`config.mk`:
```
export PLATFORM = sky130hd
export DESIGN_NAME = uart_rx_ctrl_flat
export DESIGN_NICKNAME = d
export VERILOG_FILES = /design/src/rtl/uart_pkg.sv /design/src/rtl/uart_rx_ctrl_if.sv /design/src/rtl/uart_rx_fifo.sv /design/src/rtl/uart_rx_ctrl.sv /design/src/flat_wrapper.sv
export SDC_FILE = /design/constraint.sdc
export NUM_CORES = 1
export LEC_CHECK = 0
export ABC_CLOCK_PERIOD_IN_PS = 3600
export BUFFER_PORTS_ARGS = -buffer_cell sky130_fd_sc_hd__buf_2
export CELL_PAD_IN_SITES_DETAIL_PLACEMENT = 1
export CELL_PAD_IN_SITES_GLOBAL_PLACEMENT = 1
export CORE_ASPECT_RATIO = 1.4
export CORE_MARGIN = 2
export CORE_UTILIZATION = 45
export CTS_CLUSTER_SIZE = 12
export DETAILED_ROUTE_END_ITERATION = 7
export GPL_ROUTABILITY_DRIVEN = 0
export PLACE_DENSITY_LB_ADDON = 0.1
export REMOVE_ABC_BUFFERS = 1
export SYNTH_ARGS = -nofsm -noshare
export SYNTH_HDL_FRONTEND = slang
export SYNTH_SLANG_ARGS = --single-unit
```
`constraint.sdc`:
```
create_clock -name clk -period 3.6 [get_ports clk]
set_input_delay 0.36 -clock clk [delete_from_list [all_inputs] [get_ports clk]]
set_output_delay 0.36 -clock clk [all_outputs]
set_load 0.05 [all_outputs]
```
`src/rtl/uart_pkg.sv`:
```
// rtl/uart_pkg.sv - shared constants and types for the UART receive controller
package uart_pkg;

    localparam logic [1:0] ADDR_RXDATA = 2'd0;
    localparam logic [1:0] ADDR_STATUS = 2'd1;
    localparam logic [1:0] ADDR_CLKDIV = 2'd2;
    localparam logic [1:0] ADDR_CTRL   = 2'd3;

    localparam int ST_NOT_EMPTY = 0;
    localparam int ST_FULL      = 1;
    localparam int ST_OVERRUN   = 2;
    localparam int ST_FRAME_ERR = 3;
    localparam int ST_RX_BUSY   = 4;
    localparam int ST_COUNT_LSB = 8;

    localparam int CTRL_RX_EN       = 0;
    localparam int CTRL_IRQ_DATA_EN = 1;
    localparam int CTRL_IRQ_ERR_EN  = 2;
    localparam int CTRL_THR_LSB     = 4;

    // bit 3 of CTRL is unimplemented and always reads back as zero
    localparam logic [7:0] CTRL_WMASK = 8'hF7;

    localparam logic [31:0] CLKDIV_RST_DEFAULT = 32'd434;

    typedef enum logic {
        IDLE = 1'b0,
        ACK  = 1'b1
    } rx_state_t;

endpackage

```
`src/rtl/uart_rx_ctrl_if.sv`:
```
// rtl/uart_rx_ctrl_if.sv - register bus between the user project and the receive controller
interface uart_rx_ctrl_if;
    logic [1:0]  bus_addr;
    logic        bus_we;
    logic        bus_re;
    logic [31:0] bus_wdata;
    logic [31:0] bus_rdata;

    modport master (output bus_addr, bus_we, bus_re, bus_wdata, input bus_rdata);
    modport slave  (input bus_addr, bus_we, bus_re, bus_wdata, output bus_rdata);
endinterface

```
`src/rtl/uart_rx_fifo.sv`:
```
// rtl/uart_rx_fifo.sv - byte FIFO that accepts a push while full when a pop happens in the same cycle
module uart_rx_fifo #(
    parameter int DEPTH = 8,
    parameter int AW    = 3
) (
    input  logic          clk,
    input  logic          rst_n,
    input  logic          push,
    input  logic [7:0]    din,
    input  logic          pop,
    output logic [7:0]    dout,
    output logic [AW:0]   count,
    output logic          full,
    output logic          empty
);

    localparam logic [AW:0] DEPTH_CNT = (AW+1)'(DEPTH);

    logic [7:0]    mem [DEPTH];
    logic [AW-1:0] wr_ptr;
    logic [AW-1:0] rd_ptr;
    logic          push_ok;
    logic          pop_ok;

    assign full    = (count == DEPTH_CNT);
    assign empty   = (count == '0);
    assign pop_ok  = pop && !empty;
    assign push_ok = push && (!full || pop_ok);
    assign dout    = mem[rd_ptr];

    // when full, wr_ptr == rd_ptr: the head is read out before its slot is reused
    always_ff @(posedge clk) begin
        if (push_ok) mem[wr_ptr] <= din;
    end

    always_ff @(posedge clk or negedge rst_n) begin
        if (!rst_n) begin
            wr_ptr <= '0;
            rd_ptr <= '0;
            count  <= '0;
        end else begin
            if (push_ok) wr_ptr <= wr_ptr + AW'(1);
            if (pop_ok)  rd_ptr <= rd_ptr + AW'(1);
            case ({push_ok, pop_ok})
                2'b10:   count <= count + (AW+1)'(1);
                2'b01:   count <= count - (AW+1)'(1);
                default: count <= count;
            endcase
        end
    end

endmodule

```
`src/rtl/uart_rx_ctrl.sv`:
```
// rtl/uart_rx_ctrl.sv - receiver handshake, divisor ownership, byte buffering, status and interrupt
module uart_rx_ctrl
    import uart_pkg::*;
#(
    parameter int          DEPTH      = 8,
    parameter int          AW         = 3,
    parameter logic [31:0] CLKDIV_RST = CLKDIV_RST_DEFAULT
) (
    input  logic                 clk,
    input  logic                 rst_n,
    input  logic                 rx_rq,
    input  logic [7:0]           rx_data,
    input  logic                 rx_frame_err,
    input  logic                 rx_busy,
    output logic                 rx_finish,
    output logic [31:0]          clk_div,
    uart_rx_ctrl_if.slave        bus,
    output logic                 irq
);

    rx_state_t   state;
    logic [7:0]  rx_byte;
    logic [7:0]  ctrl;
    logic        overrun;
    logic        frame_err;
    logic        pend_valid;
    logic [31:0] pend_div;

    logic        fifo_push;
    logic        fifo_pop;
    logic        fifo_full;
    logic        fifo_empty;
    logic [7:0]  fifo_dout;
    logic [AW:0] fifo_count;

    logic        wr_status;
    logic        wr_clkdiv;
    logic        wr_ctrl;
    logic        overrun_set;
    logic [4:0]  count5;
    logic [3:0]  thr;
    logic [31:0] status_word;

    always_comb begin
        wr_status   = bus.bus_we && (bus.bus_addr == ADDR_STATUS);
        wr_clkdiv   = bus.bus_we && (bus.bus_addr == ADDR_CLKDIV);
        wr_ctrl     = bus.bus_we && (bus.bus_addr == ADDR_CTRL);
        fifo_pop    = bus.bus_re && (bus.bus_addr == ADDR_RXDATA);
        fifo_push   = (state == ACK) && ctrl[CTRL_RX_EN];
        overrun_set = fifo_push && fifo_full && !fifo_pop;
        count5      = 5'(fifo_count);
        thr         = (ctrl[CTRL_THR_LSB +: 4] == 4'd0) ? 4'd1 : ctrl[CTRL_THR_LSB +: 4];
        status_word = '0;
        status_word[ST_NOT_EMPTY]      = !fifo_empty;
        status_word[ST_FULL]           = fifo_full;
        status_word[ST_OVERRUN]        = overrun;
        status_word[ST_FRAME_ERR]      = frame_err;
        status_word[ST_RX_BUSY]        = rx_busy;
        status_word[ST_COUNT_LSB +: 5] = count5;
    end

    uart_rx_fifo #(.DEPTH(DEPTH), .AW(AW)) u_fifo (
        .clk   (clk),
        .rst_n (rst_n),
        .push  (fifo_push),
        .din   (rx_byte),
        .pop   (fifo_pop),
        .dout  (fifo_dout),
        .count (fifo_count),
        .full  (fifo_full),
        .empty (fifo_empty)
    );

    always_ff @(posedge clk or negedge rst_n) begin
        if (!rst_n) begin
            state     <= IDLE;
            rx_byte   <= '0;
            rx_finish <= 1'b0;
        end else begin
            case (state)
                IDLE: begin
                    rx_finish <= rx_rq;
                    if (rx_rq) begin
                        rx_byte <= rx_data;
                        state   <= ACK;
                    end
                end
                default: begin
                    rx_finish <= 1'b0;
                    state     <= IDLE;
                end
            endcase
        end
    end

    always_ff @(posedge clk or negedge rst_n) begin
        if (!rst_n) begin
            ctrl          <= '0;
            overrun       <= 1'b0;
            frame_err     <= 1'b0;
            pend_valid    <= 1'b0;
            pend_div      <= '0;
            clk_div       <= CLKDIV_RST;
            bus.bus_rdata <= '0;
            irq           <= 1'b0;
        end else begin
            if (wr_ctrl) ctrl <= bus.bus_wdata[7:0] & CTRL_WMASK;

            // hardware set wins over a same-cycle write-one-to-clear
            overrun   <= overrun_set  || (overrun   && !(wr_status && bus.bus_wdata[ST_OVERRUN]));
            frame_err <= rx_frame_err || (frame_err && !(wr_status && bus.bus_wdata[ST_FRAME_ERR]));

            // the divisor never changes under a frame in flight
            if (wr_clkdiv) begin
                if (rx_busy) begin
                    pend_valid <= 1'b1;
                    pend_div   <= bus.bus_wdata;
                end else begin
                    pend_valid <= 1'b0;
                    clk_div    <= bus.bus_wdata;
                end
            end else if (pend_valid && !rx_busy) begin
                pend_valid <= 1'b0;
                clk_div    <= pend_div;
            end

            if (bus.bus_re) begin
                case (bus.bus_addr)
                    ADDR_RXDATA: bus.bus_rdata <= fifo_empty ? 32'd0 : {24'd0, fifo_dout};
                    ADDR_STATUS: bus.bus_rdata <= status_word;
                    ADDR_CLKDIV: bus.bus_rdata <= pend_valid ? pend_div : clk_div;
                    default:     bus.bus_rdata <= {24'd0, ctrl};
                endcase
            end

            irq <= (ctrl[CTRL_IRQ_DATA_EN] && (count5 >= {1'b0, thr}))
                || (ctrl[CTRL_IRQ_ERR_EN] && (overrun || frame_err));
        end
    end

endmodule

```
`src/flat_wrapper.sv`:
```
// flat-port wrapper written by rule: the top's interface ports become plain ports
module uart_rx_ctrl_flat import uart_pkg::*;
#(
    parameter int          DEPTH      = 8,
    parameter int          AW         = 3,
    parameter logic [31:0] CLKDIV_RST = CLKDIV_RST_DEFAULT
)
  (clk, rst_n, rx_rq, rx_data, rx_frame_err, rx_busy, rx_finish, clk_div, irq, bus_bus_addr, bus_bus_we, bus_bus_re, bus_bus_wdata, bus_bus_rdata);
  uart_rx_ctrl_if bus_i ();
  input  logic clk;
  input  logic rst_n;
  input  logic rx_rq;
  input  logic [7:0] rx_data;
  input  logic rx_frame_err;
  input  logic rx_busy;
  output logic rx_finish;
  output logic [31:0] clk_div;
  output logic irq;
  input wire logic [$bits(bus_i.bus_addr)-1:0] bus_bus_addr;
  input wire logic [$bits(bus_i.bus_we)-1:0] bus_bus_we;
  input wire logic [$bits(bus_i.bus_re)-1:0] bus_bus_re;
  input wire logic [$bits(bus_i.bus_wdata)-1:0] bus_bus_wdata;
  output wire logic [$bits(bus_i.bus_rdata)-1:0] bus_bus_rdata;
  assign bus_i.bus_addr = bus_bus_addr;
  assign bus_i.bus_we = bus_bus_we;
  assign bus_i.bus_re = bus_bus_re;
  assign bus_i.bus_wdata = bus_bus_wdata;
  assign bus_bus_rdata = bus_i.bus_rdata;
  uart_rx_ctrl #(.DEPTH(DEPTH), .AW(AW), .CLKDIV_RST(CLKDIV_RST)) u_core (.clk(clk), .rst_n(rst_n), .rx_rq(rx_rq), .rx_data(rx_data), .rx_frame_err(rx_frame_err), .rx_busy(rx_busy), .rx_finish(rx_finish), .clk_div(clk_div), .bus(bus_i), .irq(irq));
endmodule
```
==> flow_summary.yaml <==
outcome:
  status: "finished, final reports clean"
setup_path:
  worstPathRequired_ps: 3910
  crit_path_end_kind: "flop"
  cp.arrival_ps: 3050
  path_class: "flop to flop"
  critPathMaxFanout: 6
  critPathLaunchType: "flop"
sta:
  max-slew-margin-rel_pct: 31.1
  hold_viol: 0
  max_clock_freq_mhz: 365
  fin_crit_sh_pct: 76.1
  setup_viol: 0
  slew_violations: 0
  tightestPinTransition_ps: 1030
  fin_crit_ps: 2740
  fin_ws_ps: 862
  whs_ps: 46.0
  clock_skew_ps: 12.5
  rsz0062_at_grt: "false"
synth:
  ys_types: 40
  synth_area_leaders: "dfrtp_1 (37%), edfxtp_1 (24%), mux2i_1 (8.0%)"
  ys_seq_elements: 190
  ys.flop_type: "dfrtp_1"
  syn_area_um2: 8140
  synth_top_area_share_pct: 37.2
  async_flop_share_pct: 66.3
  ys_warn_count: 0
  synth_commonest_cells: "dfrtp_1 (121), mux2i_1 (65), edfxtp_1 (64)"
  avgSynthCellArea_um2: 14.1
  yosysTopAreaCell: "dfrtp_1"
  ys_seq_area_share_pct: 62.4
  synth.most_common_cell: "dfrtp_1"
  syn_inst: 576
  synth_edf_count: 64
global_routing:
  grt_use_total_pct: 21.7
  grt_pass1_vias: 5720
  grt.overflow.total: 0
  grt_max_degree: 73
  grt_pass1_wl_mm: 31.6
  antenna_found_initial: 0
cts:
  cts_root_buffer: "clkbuf_16"
  ctsResizeCount: 0
  post_cts_buffers: 0
  clockBufferDepth: 2
  cts_tree: "built"
  clk_latency_ps: 430
  htreeDepth: 4
  cts_sinks: 190
  hold_buffers: 0
  clk_pin_slew_ps: 70
  cts_inserted_buffers: 17
drt:
  drc: 0
  vias: 5145
  ant_nets: 0
  wl_per_cell_um: 20.9
  routed_wl_mm: 19.7
  first_pass_iters: 6
  drt-initial-drc-count: 225
  drt-vias-per-instance: 5.46
power_and_ir_drop:
  ir_drop_mv: 0.373
  p_leak_nw: 3.96
  clkPwrFrac_pct: 27.9
  combPwrFrac_pct: 28.4
  p_int_w: 0.00449
  powerDensity_nw_per_um2: 723
  seqPwrFrac_pct: 43.7
  p_sw_share_pct: 35.2
  switchingPower_w: 0.00244
floorplanning:
  start_util_pct: 45.6
  core-area_um2: 17900
  fp.dieW_um: 118
  placementRows: 58
  die_h_um: 163
  dieArea_um2: 19200
  io_pins: 115
finish:
  drive_above_1_share_pct: 33.0
  fin_util_pct: 53.7
  num-nets-final: 748
  area_growth_pct: 17.7
  final_cells: 942
  antennaDiodeCount: 0
  final_area_um2: 9580
hold_path:
  min_path_type: "input pin to asynchronous set/reset pin"
placed_design:
  io_buffers: 114
  place_area_um2: 8970
  dp_cells: 910
  pre_cts_slack_ps: 858
  dp_hpwl_mm: 13.9
run:
  timing.max_cap.violations: 0
worst max-delay path, stage by stage, from the launching register on:
cell,delay (ps)
dfrtp_1,450
nor4_1,440
nor3_1,150
nand2_1,220
inv_1,150
ha_1,250
ha_1,300
a21o_1,180
a21oi_1,170
xnor2_1,130
nor2_1,60
xor2_1,140
path summary, 6_finish.rpt:
| check | slack [ps] | startpoint | depth (start not counted) | endpoint |
|---|---|---|---|---|
| max in group asynchronous | 2600 | rst_n | 2 | u_core.clk_div[4] |
| worst max register to register | 860 | u_core.u_fifo.count[0] | 11 | u_core.u_fifo.count[3] |
| worst max-delay path | 860 | u_core.u_fifo.count[0] | 11 | u_core.u_fifo.count[3] |
| worst min-delay path | 50 | rst_n | 1 | u_core.clk_div[29] |
| min in group clk | 130 | rx_frame_err | 2 | u_core.frame_err |
| worst min register to register | 480 | u_core.bus.bus_rdata[28] | 1 | u_core.bus.bus_rdata[28] |
metal layers:
layer	vias to the layer above	global-route usage (%)	share of wire, %	routed length (um)
met5	-	0	0	0
met4	0	6.85	1.2	242
met3	15	3.84	3.0	586
met2	112	41.2	56	11100
met1	2661	24.6	39	7790
li1	2357	-	-	-
registers in the layout, summed over array words and instances (netlist names):
register,cells
u_core.rx_byte,8
u_core.rx_finish,1
u_core.frame_err,1
u_core.overrun,1
u_core.ctrl,7
u_core.u_fifo.count,4
u_core.u_fifo.wr_ptr,3
u_core.bus.bus_rdata,32
u_core.pend_valid,1
u_core.pend_div,32
u_core.irq,1
u_core.u_fifo.mem,64
u_core.clk_div,32
u_core.u_fifo.rd_ptr,3
placed cells by master (no fill, tap or decap), drive strengths merged, types with 4 or more instances in the layout:
| master | Yosys | routed |
|---|---|---|
| a21o | 4 | 4 |
| a21oi | 40 | 40 |
| a221oi | 7 | 7 |
| buf | 16 | 127 |
| clkbuf | 17 | 18 |
| clkinv | 0 | 5 |
| dfrtp | 121 | 121 |
| dfstp | 5 | 5 |
| edfxtp | 64 | 64 |
| ha | 9 | 9 |
| inv | 11 | 16 |
| mux2 | 56 | 56 |
| mux2i | 65 | 65 |
| mux4 | 16 | 16 |
| nand2 | 16 | 16 |
| nor2 | 60 | 60 |
| nor2b | 4 | 4 |
| o21ai | 10 | 10 |
| o22ai | 5 | 5 |
| o2bb2ai | 20 | 20 |
| xnor2 | 4 | 4 |
| xor2 | 4 | 4 |
area by class of cell:
type                    count  area, um2
fillers                  1836       8270
flip-flops and latches    190       5080
multi-input cells         342       2880
repair buffers            127        671
clock buffers              18        429
well taps                 240        300
clock inverters            14        179
inverters                  11       41.3
power groups by stage:
stage / logic [W] / registers (W) / clock network, W
6_report: 0.00197 / 0.00303 / 0.00193
5_1_grt: 0.00212 / 0.00309 / 0.00207
4_1_cts: 0.00200 / 0.00303 / 0.00198
3_5_place_dp: 0.00199 / 0.00307 / 0
3_3_place_gp: 0.00192 / 0.00303 / 0
2_1_floorplan: 0.000842 / 0.00358 / 0
logic make-up after synthesis:
group / synth area share, %
AO/OA/AOI/OAI: 7.38
XOR/XNOR: 0.861
adder cells (fa/ha/maj): 1.63
buffers and inverters: 2.32
flip-flops: 62.4
multiplexers: 20.4
AND/OR/NAND/NOR: 4.95
through the flow:
| step | power, W | TNS [ps] |
|---|---|---|
| floorplan | 0.00442 | -15050 |
| global placement | 0.00496 | 0 |
| detailed placement | 0.00506 | 0 |
| CTS | 0.00701 | 0 |
| global route | 0.00728 | 0 |
| finish | 0.00693 | 0 |
(Power assumes the default switching activity.)
